[src/rtl/pep9_mem_pkg.sv]
// Shared widths and FSM state type for the Pep9 memory-port arbiter.
package pep9_mem_pkg;

  localparam int unsigned ADDR_W = 16;
  localparam int unsigned DATA_W = 8;

  typedef enum logic [1:0] {IDLE, ISSUE, WAIT, RESP} arb_state_t;

endpackage

[src/rtl/rr_pick.sv]
// Combinational round-robin selector: first set request scanning upward from ptr_i+1,
// wrapping modulo NUM_REQ.
module rr_pick #(
  parameter int unsigned NUM_REQ = 2,
  parameter int unsigned IDX_W   = 1
) (
  input  logic [NUM_REQ-1:0] req_i,
  input  logic [IDX_W-1:0]   ptr_i,
  output logic [NUM_REQ-1:0] grant_o,
  output logic [IDX_W-1:0]   grant_idx_o,
  output logic               any_o
);

  logic [IDX_W:0]   sum;
  logic [IDX_W-1:0] cand;

  always_comb begin
    grant_o     = '0;
    grant_idx_o = '0;
    any_o       = 1'b0;
    sum         = '0;
    cand        = '0;
    // ptr_i < NUM_REQ and offset <= NUM_REQ, so one conditional subtract is a full modulo
    for (int unsigned i = 1; i <= NUM_REQ; i++) begin
      sum = {1'b0, ptr_i} + (IDX_W+1)'(i);
      if (sum >= (IDX_W+1)'(NUM_REQ)) begin
        sum = sum - (IDX_W+1)'(NUM_REQ);
      end
      cand = sum[IDX_W-1:0];
      if (!any_o && req_i[cand]) begin
        any_o         = 1'b1;
        grant_o[cand] = 1'b1;
        grant_idx_o   = cand;
      end
    end
  end

endmodule

[src/rtl/apb_mem_arbiter.sv]
// Round-robin arbiter sharing the apb_top memory port between NUM_REQ Pep9 requesters.
// Define ARB_TIMEOUT_EN to abort WAIT after TIMEOUT_CYCLES cycles with err_o set.
module apb_mem_arbiter
  import pep9_mem_pkg::*;
#(
  parameter int unsigned NUM_REQ        = 2,
  parameter int unsigned TIMEOUT_CYCLES = 64
) (
  input  logic                            sysclk,
  input  logic                            reset_n,
  input  logic [NUM_REQ-1:0]              req_i,
  input  logic [NUM_REQ-1:0]              we_i,
  input  logic [NUM_REQ-1:0][ADDR_W-1:0]  addr_i,
  input  logic [NUM_REQ-1:0][DATA_W-1:0]  wdata_i,
  output logic [NUM_REQ-1:0]              ack_o,
  output logic [DATA_W-1:0]               rdata_o,
  output logic                            err_o,
  output logic                            busy_o,
  output logic [ADDR_W-1:0]               address,
  output logic [DATA_W-1:0]               writeData,
  output logic                            we,
  output logic                            mem_req,
  input  logic [DATA_W-1:0]               readData,
  input  logic                            done
);

  localparam int unsigned IDX_W = $clog2(NUM_REQ);

  arb_state_t         state_q, state_d;
  logic [IDX_W-1:0]   ptr_q, ptr_d;
  logic [IDX_W-1:0]   gidx_q, gidx_d;
  logic [NUM_REQ-1:0] goh_q, goh_d;
  logic [ADDR_W-1:0]  addr_q, addr_d;
  logic [DATA_W-1:0]  wdata_q, wdata_d;
  logic               we_q, we_d;
  logic [DATA_W-1:0]  rdata_q, rdata_d;
  logic               err_q, err_d;
  logic               expired;

  logic [NUM_REQ-1:0] pick_oh;
  logic [IDX_W-1:0]   pick_idx;
  logic               pick_any;

  rr_pick #(
    .NUM_REQ (NUM_REQ),
    .IDX_W   (IDX_W)
  ) u_rr_pick (
    .req_i       (req_i),
    .ptr_i       (ptr_q),
    .grant_o     (pick_oh),
    .grant_idx_o (pick_idx),
    .any_o       (pick_any)
  );

`ifdef ARB_TIMEOUT_EN
  logic [15:0] tmo_cnt_q, tmo_cnt_d;

  // Zero outside WAIT, so it is already clear on every WAIT entry
  always_comb begin
    tmo_cnt_d = (state_q == WAIT) ? tmo_cnt_q + 16'd1 : 16'd0;
  end

  always_ff @(posedge sysclk or negedge reset_n) begin
    if (!reset_n) begin
      tmo_cnt_q <= 16'd0;
    end else begin
      tmo_cnt_q <= tmo_cnt_d;
    end
  end

  assign expired = (state_q == WAIT) && (tmo_cnt_q == 16'(TIMEOUT_CYCLES - 1));
`else
  logic unused_timeout;
  assign unused_timeout = ^TIMEOUT_CYCLES;
  assign expired        = 1'b0;
`endif

  always_comb begin
    state_d = state_q;
    ptr_d   = ptr_q;
    gidx_d  = gidx_q;
    goh_d   = goh_q;
    addr_d  = addr_q;
    wdata_d = wdata_q;
    we_d    = we_q;
    rdata_d = rdata_q;
    err_d   = err_q;
    case (state_q)
      IDLE: begin
        if (pick_any) begin
          gidx_d  = pick_idx;
          goh_d   = pick_oh;
          addr_d  = addr_i[pick_idx];
          wdata_d = wdata_i[pick_idx];
          we_d    = we_i[pick_idx];
          state_d = ISSUE;
        end
      end
      ISSUE: state_d = WAIT;
      WAIT: begin
        // done wins over a coincident expiry
        if (done) begin
          rdata_d = readData;
          err_d   = 1'b0;
          state_d = RESP;
        end else if (expired) begin
          rdata_d = '0;
          err_d   = 1'b1;
          state_d = RESP;
        end
      end
      RESP: begin
        ptr_d   = gidx_q;
        state_d = IDLE;
      end
      default: state_d = IDLE;
    endcase
  end

  always_ff @(posedge sysclk or negedge reset_n) begin
    if (!reset_n) begin
      state_q <= IDLE;
      ptr_q   <= '0;
      gidx_q  <= '0;
      goh_q   <= '0;
      addr_q  <= '0;
      wdata_q <= '0;
      we_q    <= 1'b0;
      rdata_q <= '0;
      err_q   <= 1'b0;
    end else begin
      state_q <= state_d;
      ptr_q   <= ptr_d;
      gidx_q  <= gidx_d;
      goh_q   <= goh_d;
      addr_q  <= addr_d;
      wdata_q <= wdata_d;
      we_q    <= we_d;
      rdata_q <= rdata_d;
      err_q   <= err_d;
    end
  end

  always_comb begin
    ack_o   = (state_q == RESP) ? goh_q : '0;
    busy_o  = (state_q != IDLE);
    mem_req = (state_q == ISSUE) || (state_q == WAIT);
  end

  assign address   = addr_q;
  assign writeData = wdata_q;
  assign we        = we_q;
  assign rdata_o   = rdata_q;
  assign err_o     = err_q;

endmodule
[config.mk]
export PLATFORM = sky130hd
export DESIGN_NAME = apb_mem_arbiter
export DESIGN_NICKNAME = d
export VERILOG_FILES = /design/src/rtl/pep9_mem_pkg.sv /design/src/rtl/rr_pick.sv /design/src/rtl/apb_mem_arbiter.sv
export SDC_FILE = /design/constraint.sdc
export NUM_CORES = 1
export LEC_CHECK = 0
export ABC_AREA = 1
export CORE_UTILIZATION = 43
export DETAILED_ROUTE_END_ITERATION = 10
export PLACE_DENSITY_LB_ADDON = 0.25
export SYNTH_ARGS = -nofsm -noshare
export SYNTH_HDL_FRONTEND = slang
export SYNTH_SLANG_ARGS = --single-unit
[constraint.sdc]
create_clock -name sysclk -period 2.56 [get_ports sysclk]
set_clock_uncertainty 0.2 [all_clocks]
set_input_delay 0.512 -clock sysclk [delete_from_list [all_inputs] [get_ports sysclk]]
set_output_delay 0.512 -clock sysclk [all_outputs]
set_load 0.03 [all_outputs]
==> results.json, run 1 <==
{
  "power_frac_seq": 0.293,
  "p_leak_nw": 1.580,
  "outcome": "finished with violations",
  "drive_gt1_frac": 0.09244,
  "r2r-start": "state_q[0]",
  "synthToLayoutAreaGrowth_pct": 55.47,
  "finalWorstSetupSlack_ns": 0.1158,
  "fmax_mhz": 409.1,
  "grt_max_degree": 29,
  "vias": 2060,
  "critical-path-max-stage-delay_ns": 0.68,
  "startpoint_type": "flop",
  "synthArstFlopShare": 1.000,
  "fp.coreArea_sq_mm": 0.004444,
  "grt_pass1_wl_mm": 9.183,
  "synth_top_area_share": 0.4818,
  "start_util": 0.4558,
  "routabilityCongestion": 0.7658,
  "critPathMostFrequentCell": "inv_1",
  "io_buffers": 99,
  "totalNegativeSetupSlack_ns": 0,
  "avgViaCountPerCell": 5.037,
  "vdd_drop_max_uv": 530.2,
  "post-route-min-period_ns": 2.444,
  "firstDrtPassIters": 8,
  "tritoncts": "done",
  "drc": 15,
  "path_buf_inv": 3,
  "syn_avg_cell_area_sq_um": 7.882,
  "synthFlopType": "dfrtp_1",
  "hp-class": "reg -> reg",
  "grt_pass1_vias": 2079,
  "p_int_w": 0.002036,
  "antenna_left": 0,
  "synth.area.top_cells": "dfrtp_1 48%, nand2_1 21%, nand3_1 13%",
  "violations": "DRC",
  "combPwrFrac": 0.584,
  "setup_viol": 0,
  "reg2reg_depth": 6,
  "hold_path_depth": 2,
  "layout.cells.non_filler": 409,
  "path_class": "reg -> out",
  "rsz0062_at_grt": "false",
  "arrival_ns": 1.73,
  "grt_antenna_before_repair": 0,
  "root_buffer": "clkbuf_8",
  "die_area_sq_mm": 0.004989,
  "clkPwrFrac": 0.122,
  "timing.rr.end": "gidx_q",
  "synthSimpleGateAreaFrac": 0.3805,
  "dpl.hpwl_mm": 4.119,
  "critPathRequiredTime_ns": 1.85,
  "place_ws_ns": 0.3387,
  "htree_num_levels": 2,
  "synth.most_common_cell": "nand2_1",
  "worstHoldEndpoint": "address[11]",
  "avgRoutedWirePerCell_um": 13.39,
  "syn_inst": 257,
  "synthDistinctLibCells": 19,
  "drv_slew": 0,
  "yosysWarnings": 0,
  "fp.dieH_um": 70.64,
  "powerDensity_mw_per_mm2": 1176,
  "synth_mux_area_frac": 0.04447,
  "syn_nets": 323,
  "gr-total-overflow": 0,
  "yosysSeqAreaShare": 0.4818,
  "synth-xor-area-share": 0,
  "cpLargestDelayFamily": "buffers and inverters",
  "period_share": 0.9548,
  "worst_setup_path_end_kind": "output port",
  "p_switching_w": 0.001666,
  "cp_slowest_cell": "clkdlybuf4s50_1",
  "synth_top_family_by_area": "simple AND/OR/NAND/NOR gates",
  "clock_latency_ns": 0.29,
  "numClockSinks": 39,
  "switching_share": 0.4500,
  "nets": 422,
  "drv_cap": 0,
  "synth_fa_ha_area_frac": 0.01853,
  "min_from": "address[11]",
  "synth.cell_area_sq_mm": 0.002026,
  "cp_max_fo": 4,
  "drtIter0Drc": 147,
  "totalWireLength_mm": 5.475,
  "startpoint": "state_q[0]",
  "gr-usage-all-layers": 0.2344,
  "finalHoldViolCount": 0,
  "antenna_cells": 0,
  "cts_buffer_depth": 2,
  "cts_buffers": 5,
  "ys_ff_latch": 39,
  "synth_compound_area_frac": 0.009883,
  "regToRegSetupSlack_ns": 0.82,
  "die_x_um": 70.64,
  "synth_common_cells": "116 x nand2_1, 53 x nand3_1, 39 x dfrtp_1, 8 x inv_1, 8 x mux2_2",
  "dp_cells": 400,
  "cp_cell_sequence": "inv_1 > ha_1 > inv_1 > clkdlybuf4s50_1",
  "rows": 24,
  "synth_edf_count": 0,
  "ioPinCount": 101,
  "synth_top_area_cell": "dfrtp_1",
  "cts.reportedPaths.clkPinSlew_ns": 0.08
}
## metrics by stage
stage	cell area [sq um]	power, W	hold WS [ns]	utilization
after floorplan	2026	0.002430	0.01641	-
after global placement	3039	0.003219	0.2543	0.6838
after detailed placement	3039	0.003271	0.2581	0.6838
after CTS	3149	0.003736	0.2756	0.7086
after global routing	3149	0.003950	0.3020	0.7086
final	3149	0.003702	0.2723	0.7086
## worst max path at each step
| stage | to | slack (ns) | cells after the start |
|---|---|---|---|
| final | busy_o | 0.12 | 4 |
| after CTS | busy_o | 0.10 | 4 |
| after global placement | writeData[7] | 0.37 | 7 |
| after floorplan | busy_o | 0.81 | 4 |
| after detailed placement | gidx_q | 0.34 | 8 |
| after global routing | busy_o | 0.02 | 4 |
## layout by cell type (no fill, tap or decap)
master	netlist	final
mux2_2	8	8
nor2_2	1	1
nand2_2	2	2
nand2_1	116	116
dlygate4sd3_1	0	1
dfrtp_1	39	39
o21ai_0	4	4
nand3_1	53	53
conb_1	1	1
buf_4	4	7
buf_2	3	1
inv_2	2	2
ha_1	3	3
clkbuf_8	0	7
or2_2	1	1
clkdlybuf4s50_1	0	98
nand2_4	3	3
nor2_4	1	1
clkbuf_1	5	1
inv_1	8	8
## power by group through the flow
stage | clock (W) | combinational (W) | sequential, W
final | 0.000454 | 0.00216 | 0.00109
after global routing | 0.000481 | 0.00235 | 0.00112
after CTS | 0.000463 | 0.00219 | 0.00109
after detailed placement | 0 | 0.00218 | 0.00109
after global placement | 0 | 0.00213 | 0.00109
after floorplan | 0 | 0.000861 | 0.00157
## timing repair
item                                   CTS  global route
hold buffers                             1             0
resized for setup                        0             0
buffers inserted                         0             0
endpoints found under the hold margin   20             0
## routing by layer
| layer | vias to the layer above | GRT usage | part of all wire |
|---|---|---|---|
| li1 | 1014 | - | - |
| met2 | 75 | 0.4078 | 0.50 |
| met1 | 961 | 0.2794 | 0.41 |
| met4 | 0 | 0.08667 | 0.017 |
| met5 | - | 0 | 0 |
| met3 | 10 | 0.06410 | 0.076 |
## cell type report
class,instances,area [sq um]
Tap cell,52,65.06
Inverter,10,37.54
Clock buffer,8,100.1
Fill cell,386,1295
Timing Repair Buffer,107,1049
Multi-Input combinational cell,193,922.1
Sequential cell,39,975.9
## logic make-up (layout without fill, tap and decap cells)
kind of cell / Yosys count / count (layout)
adders and majority gates: 3 / 3
and+or+nand+nor: 177 / 177
other: 1 / 1
muxes: 8 / 8
DFF: 39 / 39
buffers and inverters: 25 / 125
AOI/OAI and AO/OA: 4 / 4
## flip-flops by register name (all words and copies together), names as in the netlist
signal	cells
address	16
rdata_o	8
goh_q	2
writeData	8
we	1
state_q	2
gidx_q	1
ptr_q	1
## tightest hold or removal path, stage by stage (launching register included)
cell and delay, ns:
dfrtp_1 0.34, nand2_1 0.05, nand2_1 0.05
Note: power is estimated with default switching activity, not from simulation.
==> run 2, diff against run 1 <==
CORE_MARGIN = 5   (was not set)
CTS_CLUSTER_SIZE = 28   (was not set)
==> run 2 against run 1 <==
  * The run now ends clean
  * Global-route usage decreased by 3.7 points
  * Power decreased by 1.1%
  * Wire length increased by 5.1%
  * Flip-flop and latch count unchanged
  * Worst setup slack got worse by 0.025 ns
  * Clock power decreased by 10%
  * Sequential power about the same
  * Via count decreased by 2.5%
  * Non-clock buffer count decreased by 3
  * Register-to-register slack got worse by 0.04 ns
  * Maximum frequency decreased by 1.0%
  * Cell count decreased by 0.24%
==> results.json, run 2 (synthesized netlist as in run 1, its figures left out) <==
{
  "p_switching_w": 0.001689,
  "cts_buffers": 5,
  "numClockSinks": 39,
  "period_share": 0.9646,
  "die_area_sq_mm": 0.006183,
  "fmax_mhz": 405.0,
  "r2r-start": "state_q[0]",
  "htree_num_levels": 2,
  "powerDensity_mw_per_mm2": 1176,
  "io_buffers": 99,
  "firstDrtPassIters": 4,
  "clkPwrFrac": 0.111,
  "clock_latency_ns": 0.29,
  "p_leak_nw": 1.568,
  "largest_reg_flops": 16,
  "total_power_w": 0.003662,
  "cts.reportedPaths.clkPinSlew_ns": 0.07,
  "final_common_cell": "nand2_1",
  "startpoint_type": "flop",
  "antenna_left": 0,
  "path_class": "reg -> out",
  "nets": 419,
  "start_util": 0.4346,
  "cp_max_fo": 3,
  "switching_share": 0.4613,
  "arrival_ns": 1.76,
  "drv_slew": 0,
  "drv_cap": 0,
  "finalHoldViolCount": 0,
  "postCtsHoldBufs": 0,
  "multi_input_area_sq_um": 922.1,
  "rsz0062_at_grt": "false",
  "cts-resized-gates": 0,
  "totalWireLength_mm": 5.754,
  "critPathRequiredTime_ns": 1.85,
  "combPwrFrac": 0.591,
  "gr-total-overflow": 0,
  "grt_pass1_vias": 2026,
  "vias": 2009,
  "drtIter0Drc": 104,
  "final_cell_mix": "116 x nand2_1, 97 x clkdlybuf4s50_1, 53 x nand3_1",
  "drc": 0,
  "worst_setup_path_end_kind": "output port",
  "synthToLayoutAreaGrowth_pct": 53.68,
  "reg2reg_depth": 6,
  "wirelength_met1_mm": 2.300,
  "fp.coreArea_sq_mm": 0.004661,
  "fp.dieH_um": 78.64,
  "rows": 25,
  "outcome": "completed",
  "post-route-min-period_ns": 2.469,
  "p_int_w": 0.001973,
  "cts_buffer_depth": 2,
  "gr-usage-all-layers": 0.1970,
  "die_x_um": 78.64,
  "regToRegSetupSlack_ns": 0.78,
  "routabilityCongestion": 0.7504,
  "ioPinCount": 101,
  "met2_length_mm": 2.831,
  "route.top_layer_used": "met4",
  "antenna_cells": 0,
  "grt_antenna_before_repair": 0,
  "avgViaCountPerCell": 4.924,
  "fillers": 399,
  "vdd_drop_max_uv": 624.8,
  "slew_headroom": 0.4228,
  "drive_gt1_frac": 0.09040,
  "totalNegativeSetupSlack_ns": 0,
  "seq_area_sq_um": 975.9,
  "dpl.hpwl_mm": 4.267,
  "post_cts.repair.setup_buffers": 0,
  "setup_viol": 0,
  "tritoncts": "done",
  "worst_pin_slew_ns": 0.8658,
  "power_frac_seq": 0.298,
  "timing.rr.end": "gidx_q",
  "grt_max_degree": 40,
  "wl_met3_um": 548,
  "grt_pass1_wl_mm": 9.577,
  "hp-class": "in -> async",
  "root_buffer": "clkbuf_8",
  "avgRoutedWirePerCell_um": 14.10
}
-- run 2: cell count changes in the layout (fill, tap and decap cells not counted), sizes merged --
cell,previous run,this run
buf,8,6
clkbuf,8,5
clkdlybuf4s50,98,97
clkinv,0,3
dlygate4sd3,1,0
dlymetal6s2s,0,1
-- run 2: worst max path at each step --
stage | startpoint | to | slack, ns | depth (start not counted)
after floorplan | state_q[0] | busy_o | 0.81 | 4
after global placement | req_i[0] | goh_q[1] | 0.35 | 8
after detailed placement | req_i[0] | gidx_q | 0.25 | 8
after CTS | state_q[0] | busy_o | 0.06 | 4
after global routing | state_q[0] | mem_req | 0.01 | 3
final | state_q[0] | mem_req | 0.09 | 3
-- run 2: critical path: stages (launching register included) --
cell             delay [ns]
dfrtp_1                0.39
inv_1                  0.08
ha_1                   0.32
clkdlybuf4s50_1        0.68
-- run 2: power by group through the flow --
stage | sequential, W | clock [W] | combinational, W
5_1_grt | 0.00113 | 0.000442 | 0.00234
2_1_floorplan | 0.00157 | 0 | 0.000861
4_1_cts | 0.00109 | 0.000418 | 0.00219
3_3_place_gp | 0.00109 | 0 | 0.00214
3_5_place_dp | 0.00110 | 0 | 0.00219
6_report | 0.00109 | 0.000407 | 0.00216
-- run 2: final cells by class --
class | instances | area share
tap | 54 | 0.02170
multi-input combinational | 193 | 0.2962
sequential | 39 | 0.3135
clock buffer | 5 | 0.02211
inverter | 10 | 0.01206
clock inverter | 3 | 0.004823
timing repair buffer | 104 | 0.3296
-- run 2: routing by layer --
| layer | global-route usage | up-vias |
|---|---|---|
| met2 | 0.3268 | 66 |
| met5 | 0 | - |
| met1 | 0.2330 | 925 |
| met4 | 0.05420 | 0 |
| li1 | - | 1008 |
| met3 | 0.08372 | 10 |
-- run 2: through the flow --
stage	hold WS (ns)	worst slack (ns)	utilization	cell area, sq um	std cells
after floorplan	0.01641	0.8120	-	2026	257
after global placement	0.2531	0.3490	0.6494	3027	400
after detailed placement	0.2607	0.2537	0.6494	3027	400
after CTS	0.1520	0.06338	0.6674	3110	408
after global routing	0.2011	0.01117	0.6679	3113	408
final	0.1277	0.09065	0.6679	3113	408
==> run 3, diff against run 2 <==
CAP_MARGIN = 20   (was not set)
==> results of run 3 <==
Same layout as run 2: the final DEF is identical, and so are final timing and power.
